`src/rtl/m_frontend_pkg.sv`:
```
// Shared types and decode helpers for the PCPI RV32M front end.
// Tag layout, FSM states and the RV32M match rule live here so every file agrees on them.
package m_frontend_pkg;

  localparam logic [6:0] OPCODE_OP     = 7'b0110011;
  localparam logic [6:0] FUNCT7_MULDIV = 7'b0000001;

  typedef enum logic [2:0] {
    ST_IDLE,
    ST_ISSUE,
    ST_WAIT,
    ST_RESP,
    ST_DRAIN
  } state_e;

  typedef enum logic [2:0] {
    F3_MUL,
    F3_MULH,
    F3_MULHSU,
    F3_MULHU,
    F3_DIV,
    F3_DIVU,
    F3_REM,
    F3_REMU
  } funct3_e;

  // Result-cache tag: the operation and both operand values (67 bits).
  typedef struct packed {
    funct3_e     funct3;
    logic [31:0] rs1;
    logic [31:0] rs2;
  } tag_t;

  function automatic logic is_muldiv(input logic [31:0] insn);
    return (insn[6:0] == OPCODE_OP) && (insn[31:25] == FUNCT7_MULDIV);
  endfunction

endpackage

```
`src/rtl/m_result_cache.sv`:
```
// One-entry result cache for the M-unit front end.
// Lookup is combinational; write and invalidate take effect on the next rising edge.
module m_result_cache
  import m_frontend_pkg::*;
#(
  parameter bit EN = 1'b1
) (
  input  logic        clk,
  input  logic        reset,
  input  tag_t        lookup_tag_i,
  output logic        hit_o,
  output logic        hit_wr_o,
  output logic [31:0] hit_rd_o,
  input  logic        wr_en_i,
  input  tag_t        wr_tag_i,
  input  logic        wr_wr_i,
  input  logic [31:0] wr_rd_i,
  input  logic        inval_i
);

  logic        valid_q;
  tag_t        tag_q;
  logic        wr_q;
  logic [31:0] rd_q;

  always_ff @(posedge clk) begin
    if (reset) begin
      valid_q <= 1'b0;
    end else if (inval_i) begin
      valid_q <= 1'b0;
    end else if (wr_en_i) begin
      valid_q <= 1'b1;
    end
  end

  // NOTE: tag and payload are deliberately left out of reset; valid_q alone gates
  // every use of them, so resetting the 100-odd payload flops would buy nothing.
  always_ff @(posedge clk) begin
    if (wr_en_i) begin
      tag_q <= wr_tag_i;
      wr_q  <= wr_wr_i;
      rd_q  <= wr_rd_i;
    end
  end

  assign hit_o    = EN && valid_q && (tag_q == lookup_tag_i);
  assign hit_wr_o = wr_q;
  assign hit_rd_o = rd_q;

endmodule

```
`src/rtl/m_pcpi_frontend.sv`:
```
// PicoRV32 PCPI front end for an RV32M unit: decode, one request in flight,
// bounded wait for completion, one-cycle response strobe and a one-entry result cache.
module m_pcpi_frontend
  import m_frontend_pkg::*;
#(
  parameter int unsigned TIMEOUT_CYCLES = 64,
  parameter bit          CACHE_EN       = 1'b1
) (
  input  logic        clk,
  input  logic        reset,
  input  logic        pcpi_valid,
  input  logic [31:0] pcpi_insn,
  input  logic [31:0] pcpi_rs1,
  input  logic [31:0] pcpi_rs2,
  output logic        pcpi_wr,
  output logic [31:0] pcpi_rd,
  output logic        pcpi_wait,
  output logic        pcpi_ready,
  output logic        mu_valid,
  output logic [31:0] mu_insn,
  output logic [31:0] mu_rs1,
  output logic [31:0] mu_rs2,
  input  logic        mu_wr,
  input  logic [31:0] mu_rd,
  input  logic        mu_busy,
  input  logic        mu_ready,
  output logic        timeout_err,
  output logic        cache_hit
);

  localparam int unsigned      CNT_W    = $clog2(TIMEOUT_CYCLES);
  localparam logic [CNT_W-1:0] CNT_LAST = CNT_W'(TIMEOUT_CYCLES - 1);

  state_e           state_q, state_d;
  logic [31:0]      insn_q, insn_d;
  logic [31:0]      rs1_q, rs1_d;
  logic [31:0]      rs2_q, rs2_d;
  logic             wr_q, wr_d;
  logic [31:0]      rd_q, rd_d;
  logic [CNT_W-1:0] cnt_q, cnt_d;
  logic             hit_q, hit_d;
  logic             drop_q, drop_d;
  logic             wait_q, wait_d;
  logic             terr_q, terr_d;

  logic        lk_hit, lk_wr;
  logic [31:0] lk_rd;
  logic        cache_we, cache_inval, drop_now;
  tag_t        lk_tag, wr_tag;
  logic        unused_mu_busy;

  assign unused_mu_busy = mu_busy;

  assign lk_tag = '{funct3: funct3_e'(pcpi_insn[14:12]), rs1: pcpi_rs1, rs2: pcpi_rs2};
  assign wr_tag = '{funct3: funct3_e'(insn_q[14:12]), rs1: rs1_q, rs2: rs2_q};

  m_result_cache #(
    .EN (CACHE_EN)
  ) u_cache (
    .clk          (clk),
    .reset        (reset),
    .lookup_tag_i (lk_tag),
    .hit_o        (lk_hit),
    .hit_wr_o     (lk_wr),
    .hit_rd_o     (lk_rd),
    .wr_en_i      (cache_we),
    .wr_tag_i     (wr_tag),
    .wr_wr_i      (mu_wr),
    .wr_rd_i      (mu_rd),
    .inval_i      (cache_inval)
  );

  // NOTE: every variable gets its hold value before the case statement, so no
  // path through the decode can leave one unassigned and infer a latch.
  always_comb begin
    state_d     = state_q;
    insn_d      = insn_q;
    rs1_d       = rs1_q;
    rs2_d       = rs2_q;
    wr_d        = wr_q;
    rd_d        = rd_q;
    cnt_d       = cnt_q;
    hit_d       = hit_q;
    drop_d      = drop_q;
    terr_d      = terr_q;
    cache_we    = 1'b0;
    cache_inval = 1'b0;
    drop_now    = drop_q | ~pcpi_valid;

    unique case (state_q)
      ST_IDLE: begin
        if (pcpi_valid && is_muldiv(pcpi_insn)) begin
          insn_d = pcpi_insn;
          rs1_d  = pcpi_rs1;
          rs2_d  = pcpi_rs2;
          drop_d = 1'b0;
          hit_d  = lk_hit;
          if (lk_hit) begin
            wr_d    = lk_wr;
            rd_d    = lk_rd;
            state_d = ST_RESP;
          end else begin
            state_d = ST_ISSUE;
          end
        end
      end
      ST_ISSUE: begin
        // The issue cycle is count 0, so the first WAIT cycle already reads 1.
        cnt_d   = CNT_W'(1);
        drop_d  = drop_now;
        state_d = ST_WAIT;
      end
      ST_WAIT: begin
        drop_d = drop_now;
        if (mu_ready) begin
          wr_d     = mu_wr;
          rd_d     = mu_rd;
          cache_we = 1'b1;
          state_d  = drop_now ? ST_IDLE : ST_RESP;
        end else if (cnt_q == CNT_LAST) begin
          wr_d        = 1'b0;
          rd_d        = '0;
          terr_d      = 1'b1;
          cache_inval = 1'b1;
          state_d     = drop_now ? ST_IDLE : ST_RESP;
        end else begin
          cnt_d = cnt_q + CNT_W'(1);
        end
      end
      ST_RESP: begin
        state_d = ST_DRAIN;
      end
      ST_DRAIN: begin
        if (!pcpi_valid) state_d = ST_IDLE;
      end
      default: begin
        state_d = ST_IDLE;
      end
    endcase

    wait_d = (state_d == ST_ISSUE) || (state_d == ST_WAIT) || (state_d == ST_RESP);
  end

  // NOTE: non-blocking assignments here so every register samples the
  // pre-edge value of the others, independent of statement order.
  always_ff @(posedge clk) begin
    if (reset) begin
      state_q <= ST_IDLE;
      insn_q  <= '0;
      rs1_q   <= '0;
      rs2_q   <= '0;
      wr_q    <= 1'b0;
      rd_q    <= '0;
      cnt_q   <= '0;
      hit_q   <= 1'b0;
      drop_q  <= 1'b0;
      wait_q  <= 1'b0;
      terr_q  <= 1'b0;
    end else begin
      state_q <= state_d;
      insn_q  <= insn_d;
      rs1_q   <= rs1_d;
      rs2_q   <= rs2_d;
      wr_q    <= wr_d;
      rd_q    <= rd_d;
      cnt_q   <= cnt_d;
      hit_q   <= hit_d;
      drop_q  <= drop_d;
      wait_q  <= wait_d;
      terr_q  <= terr_d;
    end
  end

  assign pcpi_ready  = (state_q == ST_RESP);
  assign pcpi_wr     = pcpi_ready & wr_q;
  assign pcpi_rd     = pcpi_ready ? rd_q : '0;
  assign pcpi_wait   = wait_q;
  assign cache_hit   = pcpi_ready & hit_q;
  assign mu_valid    = (state_q == ST_ISSUE);
  assign mu_insn     = insn_q;
  assign mu_rs1      = rs1_q;
  assign mu_rs2      = rs2_q;
  assign timeout_err = terr_q;

endmodule
```
`config.mk`:
```
export PLATFORM = sky130hd
export DESIGN_NAME = m_pcpi_frontend
export DESIGN_NICKNAME = d
export VERILOG_FILES = /design/src/rtl/m_frontend_pkg.sv /design/src/rtl/m_result_cache.sv /design/src/rtl/m_pcpi_frontend.sv
export SDC_FILE = /design/constraint.sdc
export NUM_CORES = 1
export LEC_CHECK = 0
export ABC_AREA = 1
export BUFFER_PORTS_ARGS = -buffer_cell sky130_fd_sc_hd__buf_2
export CAP_MARGIN = 20
export CORE_ASPECT_RATIO = 0.9
export CORE_MARGIN = 2
export CORE_UTILIZATION = 55
export CTS_BUF_LIST = sky130_fd_sc_hd__clkbuf_4
export CTS_CLUSTER_SIZE = 40
export DETAILED_ROUTE_END_ITERATION = 10
export PLACE_DENSITY = 0.92
export SYNTH_ARGS = -nofsm -noshare
export SYNTH_HDL_FRONTEND = slang
export SYNTH_SLANG_ARGS = --single-unit
```
`constraint.sdc`:
```
create_clock -name clk -period 3.4 [get_ports clk]
set_clock_uncertainty 0.2 [all_clocks]
set_input_delay 0.51 -clock clk [delete_from_list [all_inputs] [get_ports clk]]
set_output_delay 0.51 -clock clk [all_outputs]
set_load 0.005 [all_outputs]
```
---- Word level (Yosys, flattened, before mapping) ----
Index checks and enable logic that the tools add are counted.
cells by class
  $add $sub $neg .......................... 1
  equality and inequality tests ........... 16
  mux-type cells .......................... 28
  bitwise gates (word level) .............. 5
  reduce and logical (&&, ||, !) cells .... 16
operators with widths
  cell                   count
  $mux W32               5
  $eq A67 B67 Y1         1
  $pmux W32 S2           1
  $pmux W3 S5            1
  $eq A3 B2 Y1 const B   4
  $mux W3                4
  $mux W6                2
  $pmux W6 S2            1
  $mux W1                10
  $ne A2 B2 Y1 const B   4
  $eq A7 B1 Y1 const B   1
  $eq A7 B6 Y1 const B   1
  $add A6 B1 Y6 const B  1
  $eq A3 B1 Y1 const B   2
  $eq A6 B6 Y1 const B   1
  $reduce_and A3 Y1      2
  $reduce_bool A2 Y1     3
  $mux W2                2
  $pmux W1 S2            2
  $reduce_and A2 Y1      2
  $reduce_and A4 Y1      1
  $reduce_or A2 Y1       2
  $eq A3 B3 Y1 const B   1
  $logic_and A1 B1 Y1    3
  other kinds (6)        9
word-level totals
  flip-flop bits (word level) ............. 243
  output and inout bits ................... 134

---- Depth between registers and ports, before layout ----
  depth after elaboration ................. 9
  depth in mapped cells ................... 15

---- Cells and area by module ----
Synthesis repeated with hierarchy kept, for this count alone.
unflattened totals
  cells, all modules ...................... 1279
  area total of the unflattened synthesis .. 10322.4 um2
modules (own cells, without submodules)
  module           instances  cells each  area each (um2)
  m_pcpi_frontend  1          911         6127.1
  m_result_cache   1          368         4195.3

---- Least setup slack after synthesis ----
No wires, ideal clock.
  path kind ............................... register -> register
  start point ............................. register state_q[1]
  end point ............................... register rd_q[23]
  library setup time ...................... 0.064 ns
  arrival time ............................ 2.565 ns
  setup slack ............................. 0.571 ns
  cell stages (with the launch flop) ...... 11
  buffers on the path ..................... 1
  clock period less this slack ............ 2.829 ns
  cells stage by stage .................... dfxtp_1 > inv_2 > nor2_2 > nand2_2 > nor2_2 > buf_2 > a22o_1 > inv_1 > nand3_1 > nand2_1 > nor2_1
between the ends
  word-level cells in the longest chain between the ends .. 3
  elaborated cells between the ends (all ways) .. 8
  classes of those cells .................. eq/ne (4); mux (1); reduce/logical (3)
ends and longest elaborated chain
  item                                                   RTL line                RTL
  from (decl)                                            m_pcpi_frontend.sv:34   state_e state_q, state_d;
  from (signal assigned)                                 m_pcpi_frontend.sv:160  state_q <= state_d;
  $eq A3 B2 Y1 or $logic_not A3 Y1 (tied branches)       m_pcpi_frontend.sv:90   unique case (state_q)
  $ne A3 B3 Y1 (no source line) (tied with other cells)  --
  $reduce_and A4 Y1 (no source line)                     --
  to (signal assigned)                                   m_pcpi_frontend.sv:165  rd_q <= rd_d;
  to (decl)                                              m_pcpi_frontend.sv:39   logic [31:0] rd_q, rd_d;
Several ways; a longest one is shown, not always the timed one.
A chain may end at the register's enable or synchronous reset.

---- Worst setup path in the final report ----
  start point ............................. register state_q[1]
  end point ............................... output pcpi_rd[8]
between the ends
  word-level cells in the longest chain between the ends .. 2
ends and longest elaborated chain
  item          RTL line                RTL
  $eq A3 B2 Y1  m_pcpi_frontend.sv:174  assign pcpi_ready = (state_q == ST_RESP);
  $mux W32      m_pcpi_frontend.sv:176  assign pcpi_rd = pcpi_ready ? rd_q : '0;
  to (decl)     m_pcpi_frontend.sv:16   output logic [31:0] pcpi_rd,
Every way passes these cells.

==> metrics.csv <==
stage,metric,value,unit
outcome,status,completed,
timing,post-route minimum period,2.56,ns
clock_network,TritonCTS clock tree,done,
placement,GP Congestion,0.854,
cells_and_area,"commonest cells after routing, fill and taps aside","buf_2, nand2_1, nor2_1, inv_1, dfxtp_1",
hold_path,Hold Crit Class,input pin to flip-flop,
grt,grt ovf,0,
critical_path,Worst Setup End Kind,output pin,
cells_and_area,Layout Utilization,0.747,
floorplanning,Initial Util,0.557,
clock_network,total setup buffers inserted after CTS,0,
logic_synthesis,xor/xnor cell area share of the yosys netlist,0.0120,
cells_and_area,layout cells sized above 1,0.242,
clock_network,clk root buf,clkbuf_4,
cells_and_area,Final nets,1725,
cells_and_area,post-route insts no fill,1886,
timing,Slew HR,0.430,
power,Max VDD drop,0.440,mV
timing,RSZ-0062 raised after global routing,no,
grt,Tot GR Track Use,0.324,
logic_synthesis,adder-cell area share of the yosys netlist,0.00123,
routing,final wirelength,32000,um
floorplanning,Rows,47,
logic_synthesis,compound-cell area share of the yosys netlist,0.127,
timing,fin crit share,0.753,
logic_synthesis,"Seq/Total Area, Yosys",0.575,
routing,vias,10100,
logic_synthesis,syn_nets,1328,
logic_synthesis,Syn Area/Cell,8.55,um^2
logic_synthesis,Netlist cell types,32,
logic_synthesis,Seq cells post-synth,243,
placement,post-detail-place hpwl,17200,um
grt,global-route wire length before repair,50500,um
clock_network,Clock Pin Slew Worst Setup and Hold Paths,0.07,ns
routing,DRC viols,0,
grt,largest net degree at the start of global routing,90,
routing,drt pass-1 iters,5,
timing,final max-slew violation count,0,
placement,DP Area,11700,um^2
clock_network,# H-tree levels,2,
logic_synthesis,simple-gate portion of the synthesized area,0.187,
timing,setup violation total in the final timing report,0,
clock_network,CTS Sinks,243,
timing,TNS Setup,0,ns
placement,placed cell count,1657,
grt,vias in the first global route,10200,
logic_synthesis,post-synthesis mux area share,0,
routing,drt first-iter violations,846,
placement,Port-buffer cells,266,
floorplanning,Core Footprint,18300,um^2
logic_synthesis,Synth top area share,0.295,
critical_path,startpoint types,flip-flop,
logic_synthesis,largest area contributor in the netlist,edfxtp_1,
logic_synthesis,top post-synthesis cells by area,"edfxtp_1, dfxtp_1, nand2_1",
critical_path,CP arrival,1.85,ns
cells_and_area,area growth from synthesis to layout,34.0,%
grt,initial antenna violation count,3,
critical_path,WP data required,2.69,ns
timing,Hold Fails Final Rpt,0,
critical_path,WS Path Type,flip-flop to output pin,
routing,average via count per standard cell,5.36,
routing,routed length per instance,17.0,um
floorplanning,Die W,148,um
timing,slew at the pin closest to its max-slew limit,0.855,ns
power,LEAKAGE,6.40,nW
timing,fmax,391,MHz
floorplanning,die area,19600,um^2
cells_and_area,"most common cell after layout, fill and taps aside",buf_2,
clock_network,TritonCTS buffer count,58,
floorplanning,Die Ht,133,um
clock_network,clk_lat worst skew,0.67,ns
floorplanning,IO Pins,268,
power,Power Dens Cells,427,nW/um^2
clock_network,CTS Buffer Depth,3,
logic_synthesis,Synth Instances,1193,
run,# Max-Cap Violations,0,
logic_synthesis,YS warnings,0,
routing,antenna-violating nets left,0,
critical_path,crit-path max FO,36,
logic_synthesis,cell area after synthesis,10200,um^2
cells_and_area,final instance area,13700,um^2
logic_synthesis,largest family of logic cells by synthesized area,simple AND/OR/NAND/NOR gates,
-- where the power goes --
part | switching [mW] | total (mW) | internal, mW
logic | 0.164 | 0.346 | 0.182
clock network | 1.21 | 2.48 | 1.26
registers | 0.0000491 | 3.01 | 3.01
total | 1.38 | 5.84 | 4.46
-- repair_timing --
item | in CTS | in global routing
hold buffers | 118 | 0
resized for setup | 0 | 0
endpoints found under the hold margin | 123 | 0
-- registers in the layout (all words and copies together) (netlist names), 3 cells and up --
name              count
u_cache.tag_q        67
mu_insn              32
mu_rs1               32
mu_rs2               32
rd_q                 32
u_cache.hit_rd_o     32
cnt_q                 6
state_q               3
-- through the flow --
stage	total power, mW	setup WS (ns)	hold WS [ns]
floorplan	3.18	0.571	0.241
global placement	3.29	0.878	0.228
detailed placement	3.29	0.783	0.231
CTS	5.80	0.777	0.0952
global route	6.05	0.651	0.154
finish	5.84	0.840	0.189
-- Yosys cell counts --
cell type  number
nor2_2          3
nand3_1        39
buf_6           5
ha_1            1
o21ai_0        92
or2_2           6
nand4_1         9
a221oi_1        2
nand2_1       207
edfxtp_1      100
inv_1         181
nand2_2         1
buf_4           5
o31ai_1         1
nor3_2          1
a22o_1         33
nand4_2         1
a21oi_2         1
clkinv_1        1
a21oi_4         1
inv_2           3
xor2_1          1
buf_2          24
clkbuf_1       21
nor2_1        185
a211oi_1        1
a21oi_1        97
buf_1           3
nor3_1          5
nand3_2         7
dfxtp_1       143
xnor2_1        13
-- routing by layer --
layer | vias to the layer above | routed length [um] | GRT usage | share of wire
met3 | 174 | 2650 | 0.0801 | 0.083
met2 | 592 | 16100 | 0.564 | 0.50
li1 | 4664 | - | - | -
met5 | - | 12 | 0 | 0.00037
met4 | 2 | 1990 | 0.197 | 0.062
met1 | 4685 | 11300 | 0.357 | 0.35
-- kinds of logic after synthesis --
group	count (synthesis)
adder cells (fa/ha/maj)	1
XOR/XNOR	14
AND/OR/NAND/NOR	464
buffers and inverters	243
AO/OA/AOI/OAI	228
flip-flops	243
-- final cells by class --
cell class / count / area [um^2]
clock buffers: 88 / 661
well taps: 245 / 307
diodes: 2 / 5.00
multi-input cells: 707 / 3350
fillers: 1196 / 4630
clock inverters: 21 / 111
flip-flops and latches: 243 / 5870
repair buffers: 395 / 2670
inverters: 185 / 698
-- path summary, 6_finish.rpt --
path              slack (ns)                         from  cells past startpoint                       end
hold reg to reg         0.24     mu_insn[29]$_SDFFE_PP0P_                      2  mu_insn[29]$_SDFFE_PP0P_
setup reg to reg        0.97  u_cache.tag_q[53]$_DFFE_PP_                     12     rd_q[10]$_SDFFE_PP0P_
hold / removal          0.19                pcpi_insn[29]                      4     state_q[0]$_SDFF_PP0_
setup / recovery        0.84        state_q[1]$_SDFF_PP0_                      6                pcpi_rd[8]
-- critical path, stage by stage, from the launching register on --
cell and delay, ns:
dfxtp_1 0.39, inv_2 0.06, nor2_2 0.11, nand2_1 0.07, buf_4 0.24, nor2_1 0.18, buf_2 0.14
No activity file was read; power rests on OpenSTA's default activity.
